==> src/rtl/phy_tx_sched.sv <==
// Four-lane round-robin byte scheduler feeding the phy_tx serializer.
// Carves clk_32f into 8-cycle slots and emits one byte (lane data or IDLE filler) per slot.
module phy_tx_sched #(
    parameter int SYNC_SLOTS = 4
) (
    input  logic       clk_32f,
    input  logic       rst,
    input  logic       en,
    input  logic [7:0] IDLE,
    input  logic [7:0] in0,
    input  logic [7:0] in1,
    input  logic [7:0] in2,
    input  logic [7:0] in3,
    input  logic       valid_in0,
    input  logic       valid_in1,
    input  logic       valid_in2,
    input  logic       valid_in3,
    output logic       ack_out0,
    output logic       ack_out1,
    output logic       ack_out2,
    output logic       ack_out3,
    output logic [7:0] data_out,
    output logic       byte_strobe,
    output logic [1:0] lane_id,
    output logic       data_is_idle,
    output logic [2:0] bit_phase,
    output logic [1:0] state_out
);

    typedef enum logic [1:0] {
        ST_OFF    = 2'b00,
        ST_SYNC   = 2'b01,
        ST_ACTIVE = 2'b10
    } state_t;

    state_t      state_q, state_d;
    logic [3:0]  sync_cnt_q, sync_cnt_d;
    logic [2:0]  phase_q;
    logic [1:0]  ptr_q;
    logic [3:0]  ack_q;
    logic [3:0]  valid_vec;
    logic        boundary;
    logic        grant;
    logic [1:0]  grant_lane;
    logic [1:0]  cand;
    logic [7:0]  grant_data;
    logic        take;

    assign boundary  = (phase_q == 3'd7);
    assign valid_vec = {valid_in3, valid_in2, valid_in1, valid_in0};
    assign bit_phase = phase_q;
    assign ack_out0  = ack_q[0];
    assign ack_out1  = ack_q[1];
    assign ack_out2  = ack_q[2];
    assign ack_out3  = ack_q[3];

    // NOTE: sequential state uses non-blocking assignments so every register
    // samples pre-edge values regardless of process ordering.
    always_ff @(posedge clk_32f or negedge rst) begin
        if (!rst) begin
            state_q    <= ST_OFF;
            sync_cnt_q <= 4'd0;
        end else begin
            state_q    <= state_d;
            sync_cnt_q <= sync_cnt_d;
        end
    end

    // Transitions are only evaluated at the slot boundary; en is sampled there.
    // NOTE: defaults at the top of every always_comb keep it free of latches.
    always_comb begin
        state_d    = state_q;
        sync_cnt_d = sync_cnt_q;
        if (boundary) begin
            unique case (state_q)
                ST_OFF: begin
                    if (en) begin
                        state_d    = ST_SYNC;
                        sync_cnt_d = 4'd0;
                    end
                end
                ST_SYNC: begin
                    if (!en) begin
                        state_d = ST_OFF;
                    end else begin
                        sync_cnt_d = sync_cnt_q + 4'd1;
                        if (sync_cnt_q == 4'(SYNC_SLOTS - 1)) begin
                            state_d = ST_ACTIVE;
                        end
                    end
                end
                ST_ACTIVE: begin
                    if (!en) begin
                        state_d = ST_OFF;
                    end
                end
                default: state_d = ST_OFF;
            endcase
        end
    end

    always_comb begin
        take      = boundary && (state_q == ST_ACTIVE) && en && grant;
        state_out = state_q;
    end

    // Round-robin search starting one past the last granted lane.
    always_comb begin
        grant      = 1'b0;
        grant_lane = ptr_q;
        cand       = 2'd0;
        for (int i = 1; i <= 4; i++) begin
            cand = ptr_q + 2'(i);
            if (!grant && valid_vec[cand]) begin
                grant      = 1'b1;
                grant_lane = cand;
            end
        end
    end

    always_comb begin
        grant_data = in0;
        unique case (grant_lane)
            2'd0: grant_data = in0;
            2'd1: grant_data = in1;
            2'd2: grant_data = in2;
            2'd3: grant_data = in3;
            default: grant_data = in0;
        endcase
    end

    // Slot datapath: the ack lands in the bit_phase==0 cycle alongside the strobe.
    always_ff @(posedge clk_32f or negedge rst) begin
        if (!rst) begin
            phase_q      <= 3'd0;
            data_out     <= 8'h00;
            data_is_idle <= 1'b1;
            lane_id      <= 2'd0;
            byte_strobe  <= 1'b0;
            ack_q        <= 4'b0000;
            ptr_q        <= 2'd3;
        end else begin
            phase_q     <= phase_q + 3'd1;
            byte_strobe <= boundary;
            ack_q       <= take ? (4'b0001 << grant_lane) : 4'b0000;
            if (boundary) begin
                data_out     <= take ? grant_data : IDLE;
                lane_id      <= take ? grant_lane : 2'd0;
                data_is_idle <= !take;
            end
            if (take) begin
                ptr_q <= grant_lane;
            end
        end
    end

endmodule
==> config.mk <==
export PLATFORM = sky130hd
export DESIGN_NAME = phy_tx_sched
export DESIGN_NICKNAME = d
export VERILOG_FILES = /design/src/rtl/phy_tx_sched.sv
export SDC_FILE = /design/constraint.sdc
export NUM_CORES = 1
export LEC_CHECK = 0
export ABC_AREA = 0
export ABC_CLOCK_PERIOD_IN_PS = 2110
export CAP_MARGIN = 20
export CORE_MARGIN = 2
export CORE_UTILIZATION = 41
export CTS_BUF_LIST = sky130_fd_sc_hd__clkbuf_16
export DETAILED_ROUTE_END_ITERATION = 10
export GPL_TIMING_DRIVEN = 0
export PLACE_DENSITY = 0.8
export SYNTH_ARGS = -nofsm -noshare
export SYNTH_HDL_FRONTEND = slang
export SYNTH_SLANG_ARGS = --single-unit
export TNS_END_PERCENT = 20
==> constraint.sdc <==
create_clock -name clk_32f -period 2.11 [get_ports clk_32f]
set_input_delay 0.211 -clock clk_32f [delete_from_list [all_inputs] [get_ports clk_32f]]
set_output_delay 0.211 -clock clk_32f [all_outputs]
set_load 0.05 [all_outputs]
* After elaboration in Yosys (flattened, before gate mapping)
Index checks and enable logic that the tools add are counted.
** Operators by class
- Add/sub/neg operators :: 5
- Magnitude comparators :: 4
- Equal/unequal tests :: 11
- Shift operators :: 1
- Multiplexer cells :: 28
- Reductions and logical operators :: 15
** Operator list (number)
- $pmux 8 s4 :: 1
- $mux 2 :: 9
- $lt 2x3->1 const B :: 4
- $mux 4 :: 3
- $bmux 1 s2 :: 4
- $mux 1 :: 8
- $mux 8 :: 1
- $pmux 4 s2 :: 1
- $reduce_and 4->1 :: 2
- $eq 2x2->1 const B :: 3
- $logic_and 1x1->1 :: 6
- $ne 2x2->1 const B :: 3
- $pmux 2 s3 :: 1
- $add 2x2->2 const B :: 2
- $add 4x1->4 const B :: 1
- $eq 2x1->1 const B :: 2
- $eq 4x2->1 const B :: 1
- $logic_not 1->1 :: 4
- $logic_not 2->1 :: 2
- $shl 1x2->4 const A :: 1
- $add 3x1->3 const B :: 1
- $eq 3x3->1 const B :: 1
- $ne 3x3->1 const B :: 1
- $add 2x1->2 const B :: 1
- $reduce_bool 2->1 :: 1
** Word-level totals
- Register bits after elaboration :: 27
- Bits of input ports :: 47
- Output and inout port bits :: 21
- Word-level logic and storage cells :: 73

* Logic depth before layout (Yosys ltp)
- Depth in word-level cells :: 16
- Gate-level depth with buffers :: 7
- Mapped depth without buffers :: 7

* Worst setup path after synthesis
No wires, ideal clock.
- Kind :: register to register
- From :: register phase_q[0] (netlist: bit_phase[0])
- To :: register data_out[0]
- Setup time :: 0.139 ns
- Arrival time :: 2.132 ns
- Data required time :: 1.971 ns
- Setup slack :: -0.161 ns
- Cell stages (with the launch flop) :: 8
- Path buffers :: 0
- Period minus slack after synthesis :: 2.271 ns
- Cells stage by stage :: dfrtp_1 > ha_1 > ha_1 > nand4b_1 > a21oi_1 > a21bo_2 > a211oi_1 > a2111oi_1
** Between the ends
- Cells in the longest elaborated chain, start to end :: 5
** Ends and longest elaborated chain
- start, declared :: line 38 : logic [2:0] phase_q;
- start signal, assigned :: line 143 : phase_q <= phase_q + 3'd1;
- $eq 3x3->1 * :: line 49 : assign boundary = (phase_q == 3'd7);
- via boundary :: line 42 : logic boundary;
- $logic_and 1x1->1 (3 in series) :: line 103 : take = boundary && (state_q == ST_ACTIVE) && en && grant;
- $mux 8 :: line 147 : data_out <= take ? grant_data : IDLE;
- end signal, assigned :: line 147
- end, declared :: line 22 : output logic [7:0] data_out,
The timed path passes the listed nets; every way through them passes the cells marked *.
A chain may end at the register's enable or synchronous reset.

* Worst setup path in the final report
- From :: register ptr_q[0]
- To :: register data_out[1]
** Between the ends
- Cells in the longest elaborated chain, start to end :: 16
- Elaborated cells between the ends (all ways) :: 32
- Those cells by class :: add/sub (3); eq/ne (3); mux (18); reduce/logical (8)
** Ends and longest elaborated chain
- start, declared :: line 39 : logic [1:0] ptr_q;
- start signal, assigned :: line 152 : ptr_q <= grant_lane;
- $add 2x1->2 :: line 113 : cand = ptr_q + 2'(i);
- $bmux 1 s2 :: line 114 : if (!grant && valid_vec[cand]) begin
- $mux 1 (implied by the code) :: line 114
- $mux 1 :: line 114
- $logic_not 1->1 :: line 114
- $logic_and 1x1->1 :: line 114
- $mux 1 :: line 114
- $logic_not 1->1 :: line 114
- $logic_and 1x1->1 :: line 114
- $mux 1 :: line 114
- $logic_not 1->1 :: line 114
- $logic_and 1x1->1 :: line 114
- $mux 2 :: line 114
- $eq 2x2->1, or another cell as far along :: line 123 : unique case (grant_lane)
- $pmux 8 s4 :: line 123
- $mux 8 * :: line 147
Mark *: on every way between the ends. The rest lies on a longest branch, timed or not. The select of a mux whose other input is x is not followed.

==> results.yml <==
status:
  run_status: "finished, final reports clean"
clocking:
  clk-insertion-delay-late_ps: 260
  cts.hold.buffers_added: 0
  cts_tree: "done"
  cts_root_buf: "sky130_fd_sc_hd__clkbuf_16"
  clk_path_buf_depth: 2
  clkSinkCount: 27
  clkTransAtPathRegs_ps: 70
  cts.htree.levels: 1
  cts_buf_count: 3
hold_path:
  hold_path_class: "input pin to async pin"
floorplan:
  fp.dieArea_sq_mm: 0.004104
  total_number_of_placement_rows: 21
  fp.dieH_um: 64.06
  die_x_um: 64.06
  num_io_pins: 68
  coreArea_sq_mm: 0.003390
  floorplan.initialDensity: 0.4363
detailed_routing:
  drc: 0
  route.final.wire_length_um: 4312
  route.detailed.wl_per_inst_um: 16.15
  viasPerCell: 5.483
  detailedRoute.firstPassIterationCount: 4
  drt_iter0_markers: 59
  postRouteAntennaNets: 0
  route.vias.total: 1464
logic_synthesis:
  syn_nets: 198
  synth.yosys.seq_area_share: 0.4594
  ys_ff_latch: 27
  synth.avg_cell_area_sq_um: 9.993
  postSynth.topFlopCell: "sky130_fd_sc_hd__dfrtp_1"
  yosys_warning_count: 0
  ys_types: 36
  synth_async_sr_flop_share: 1.000
  syn_inst_count: 148
  mappedNetlistArea_sq_mm: 0.001479
  synth-edff-count: 0
place:
  hpwl_um: 3417
  placer_congestion: 0.8642
  post-place-ws_ps: -220.8
  dp_area_sq_mm: 0.002230
  numPortBuffers: 67
critical_path:
  cp-end-kind: "register"
  timing.rr.start: "ptr_q[0]"
  rr_worst_depth: 6
  timing.critical_path.from_type: "register"
  required_ps: 2240
  critical_register_to_register_path_endpoint: "data_out[1]"
  top_fanout_value_on_the_critical_path: 9
  arrival_time_of_data_at_the_critical_path_endpoint_ps: 2130
  ff2ff_setup_slack_ps: 110
  worst-setup-path-type: "register to register"
layout:
  design_area_sq_mm: 0.002361
  fill_cells: 242
  seq_area_sq_um: 683.2
  area_delta_synth_final_pct: 59.64
  share_of_cells_above_drive_strength_1: 0.1222
  layout.nets: 272
  diodes: 0
  multi_input_area_sq_um: 782.0
power_and_ir_drop:
  report.power.total_uw: 1269
  irDropWorstVdd_mv: 0.2780
  powerDensity_mw_per_mm2: 537.4
  power_leakage_uw: 0.0009483
timing:
  fin_ws_ps: 106.7
  final_setup_vio_count: 0
  maxSlewViolCount: 0
  fin_worst_skew_ps: 3.014
  timing.fmax_mhz: 499.2
  finalHoldViolCount: 0
  min_period_over_period: 0.9494
  rsz0062_at_grt: "yes"
  finalWorstPathRequiredPeriod_ps: 2003
  slew_headroom: 0.5847
  worstMarginPinSlew_ps: 621.0
global_routing:
  via_count_of_the_first_global_routing_pass: 1532
  pin_count_of_the_biggest_net_entering_global_routing: 16
  global_route.overflow_total: 0
  grtUsageTotal: 0.2226
  antenna_found_initial: 0
  grt_pass1_wl_um: 7162
flow_run:
  max-cap-violations: 0
registers in the layout, indices dropped and copies added (netlist names):
| register | count |
|---|---|
| data_out | 8 |
| ack_q | 4 |
| sync_cnt_q | 4 |
| bit_phase | 3 |
| lane_id | 2 |
| ptr_q | 2 |
| state_out | 2 |
| byte_strobe | 1 |
| data_is_idle | 1 |
per-stage QoR:
step	hold WS, ps	setup TNS [ps]	util	cells
floorplan	-84.59	0	-	148
global placement	426.9	-9.028	0.6534	261
detailed placement	437.6	-390.4	0.6578	262
CTS	369.5	0	0.6862	266
global route	384.8	-16.50	0.6966	267
finish	333.5	0	0.6966	267
power by group:
group | switching, uW | leakage [uW] | internal (uW)
clock | 185 | 0.0000409 | 256
sequential | 27.4 | 0.000330 | 544
combinational | 120 | 0.000577 | 136
total | 332 | 0.000948 | 936
cell type report:
class | count | area share
Inverter | 10 | 0.01590
Sequential cell | 27 | 0.2893
Timing Repair Buffer | 69 | 0.2936
Tap cell | 46 | 0.02438
Multi-Input combinational cell | 107 | 0.3312
Clock buffer | 3 | 0.03180
Buffer | 4 | 0.01166
Clock inverter | 1 | 0.002120
worst max-delay path by stage:
stage / start / to / slack [ps] / cells past startpoint
floorplan: bit_phase[0] / data_out[0] / 110 / 7
global placement: valid_in1 / data_out[7] / -9 / 7
detailed placement: valid_in1 / data_out[1] / -220 / 5
CTS: bit_phase[0] / data_out[1] / 40 / 7
global route: ptr_q[0] / data_out[0] / -20 / 5
finish: ptr_q[0] / data_out[1] / 110 / 6
cells by family (layout without fill, tap and decap cells):
group	Yosys count	count (layout)	synth area share
AO/OA/AOI/OAI	49	49	0.2530
adder cells (fa/ha/maj)	3	3	0.02538
buffers and inverters	14	87	0.04146
flip-flops	27	27	0.4594
multiplexers	5	5	0.03384
AND/OR/NAND/NOR	50	50	0.1870
critical path: stages, from the launching register on:
cell	delay [ps]
sky130_fd_sc_hd__dfstp_2	600
sky130_fd_sc_hd__nor2b_1	110
sky130_fd_sc_hd__or3_4	410
sky130_fd_sc_hd__and2_1	160
sky130_fd_sc_hd__buf_6	140
sky130_fd_sc_hd__a221oi_1	370
sky130_fd_sc_hd__a2111oi_2	70
cell usage after synthesis (2+ instances only):
library cell                count  area share
sky130_fd_sc_hd__a21oi_1        3       0.010
sky130_fd_sc_hd__and3_1         5       0.021
sky130_fd_sc_hd__dfrtp_1       24        0.41
sky130_fd_sc_hd__clkbuf_1       2      0.0051
sky130_fd_sc_hd__and2_1         2      0.0085
sky130_fd_sc_hd__ha_1           3       0.025
sky130_fd_sc_hd__a211oi_1      12       0.061
sky130_fd_sc_hd__nor2_1         9       0.023
sky130_fd_sc_hd__nor3_1         4       0.014
sky130_fd_sc_hd__nand2b_1      13       0.055
sky130_fd_sc_hd__a2111oi_1      4       0.027
sky130_fd_sc_hd__nand2_1        8       0.020
sky130_fd_sc_hd__a221oi_1       3       0.018
sky130_fd_sc_hd__mux2i_1        5       0.034
sky130_fd_sc_hd__o22ai_1        9       0.038
sky130_fd_sc_hd__inv_1         10       0.025
sky130_fd_sc_hd__nor2b_1        3       0.013
sky130_fd_sc_hd__dfstp_2        3       0.053
sky130_fd_sc_hd__o21ai_0        9       0.030
layout by cell type, fill, tap and decap left out, types with 4 or more instances in the layout:
cell type	count
sky130_fd_sc_hd__o21ai_0	9
sky130_fd_sc_hd__nor3_1	4
sky130_fd_sc_hd__nand2_1	8
sky130_fd_sc_hd__clkdlybuf4s50_1	67
sky130_fd_sc_hd__inv_1	10
sky130_fd_sc_hd__nand2b_1	13
sky130_fd_sc_hd__and3_1	5
sky130_fd_sc_hd__mux2i_1	5
sky130_fd_sc_hd__a211oi_1	10
sky130_fd_sc_hd__o22ai_1	9
sky130_fd_sc_hd__nor2_1	9
sky130_fd_sc_hd__dfrtp_1	21
layer usage:
metal  GRT usage  wire [um]  up-vias
li1            -          -      703
met1      0.2828       1804      705
met2      0.3997       2275       52
met3     0.03169        205        4
met4     0.04620         27        0
met5           0          0        -
what timing repair did:
item,4_1_cts,5_1_grt
endpoints found under the setup margin,5,4
setup buffers,0,1
pin swaps,0,3
gates resized for setup,4,6
No activity file was read; power rests on OpenSTA's default activity.
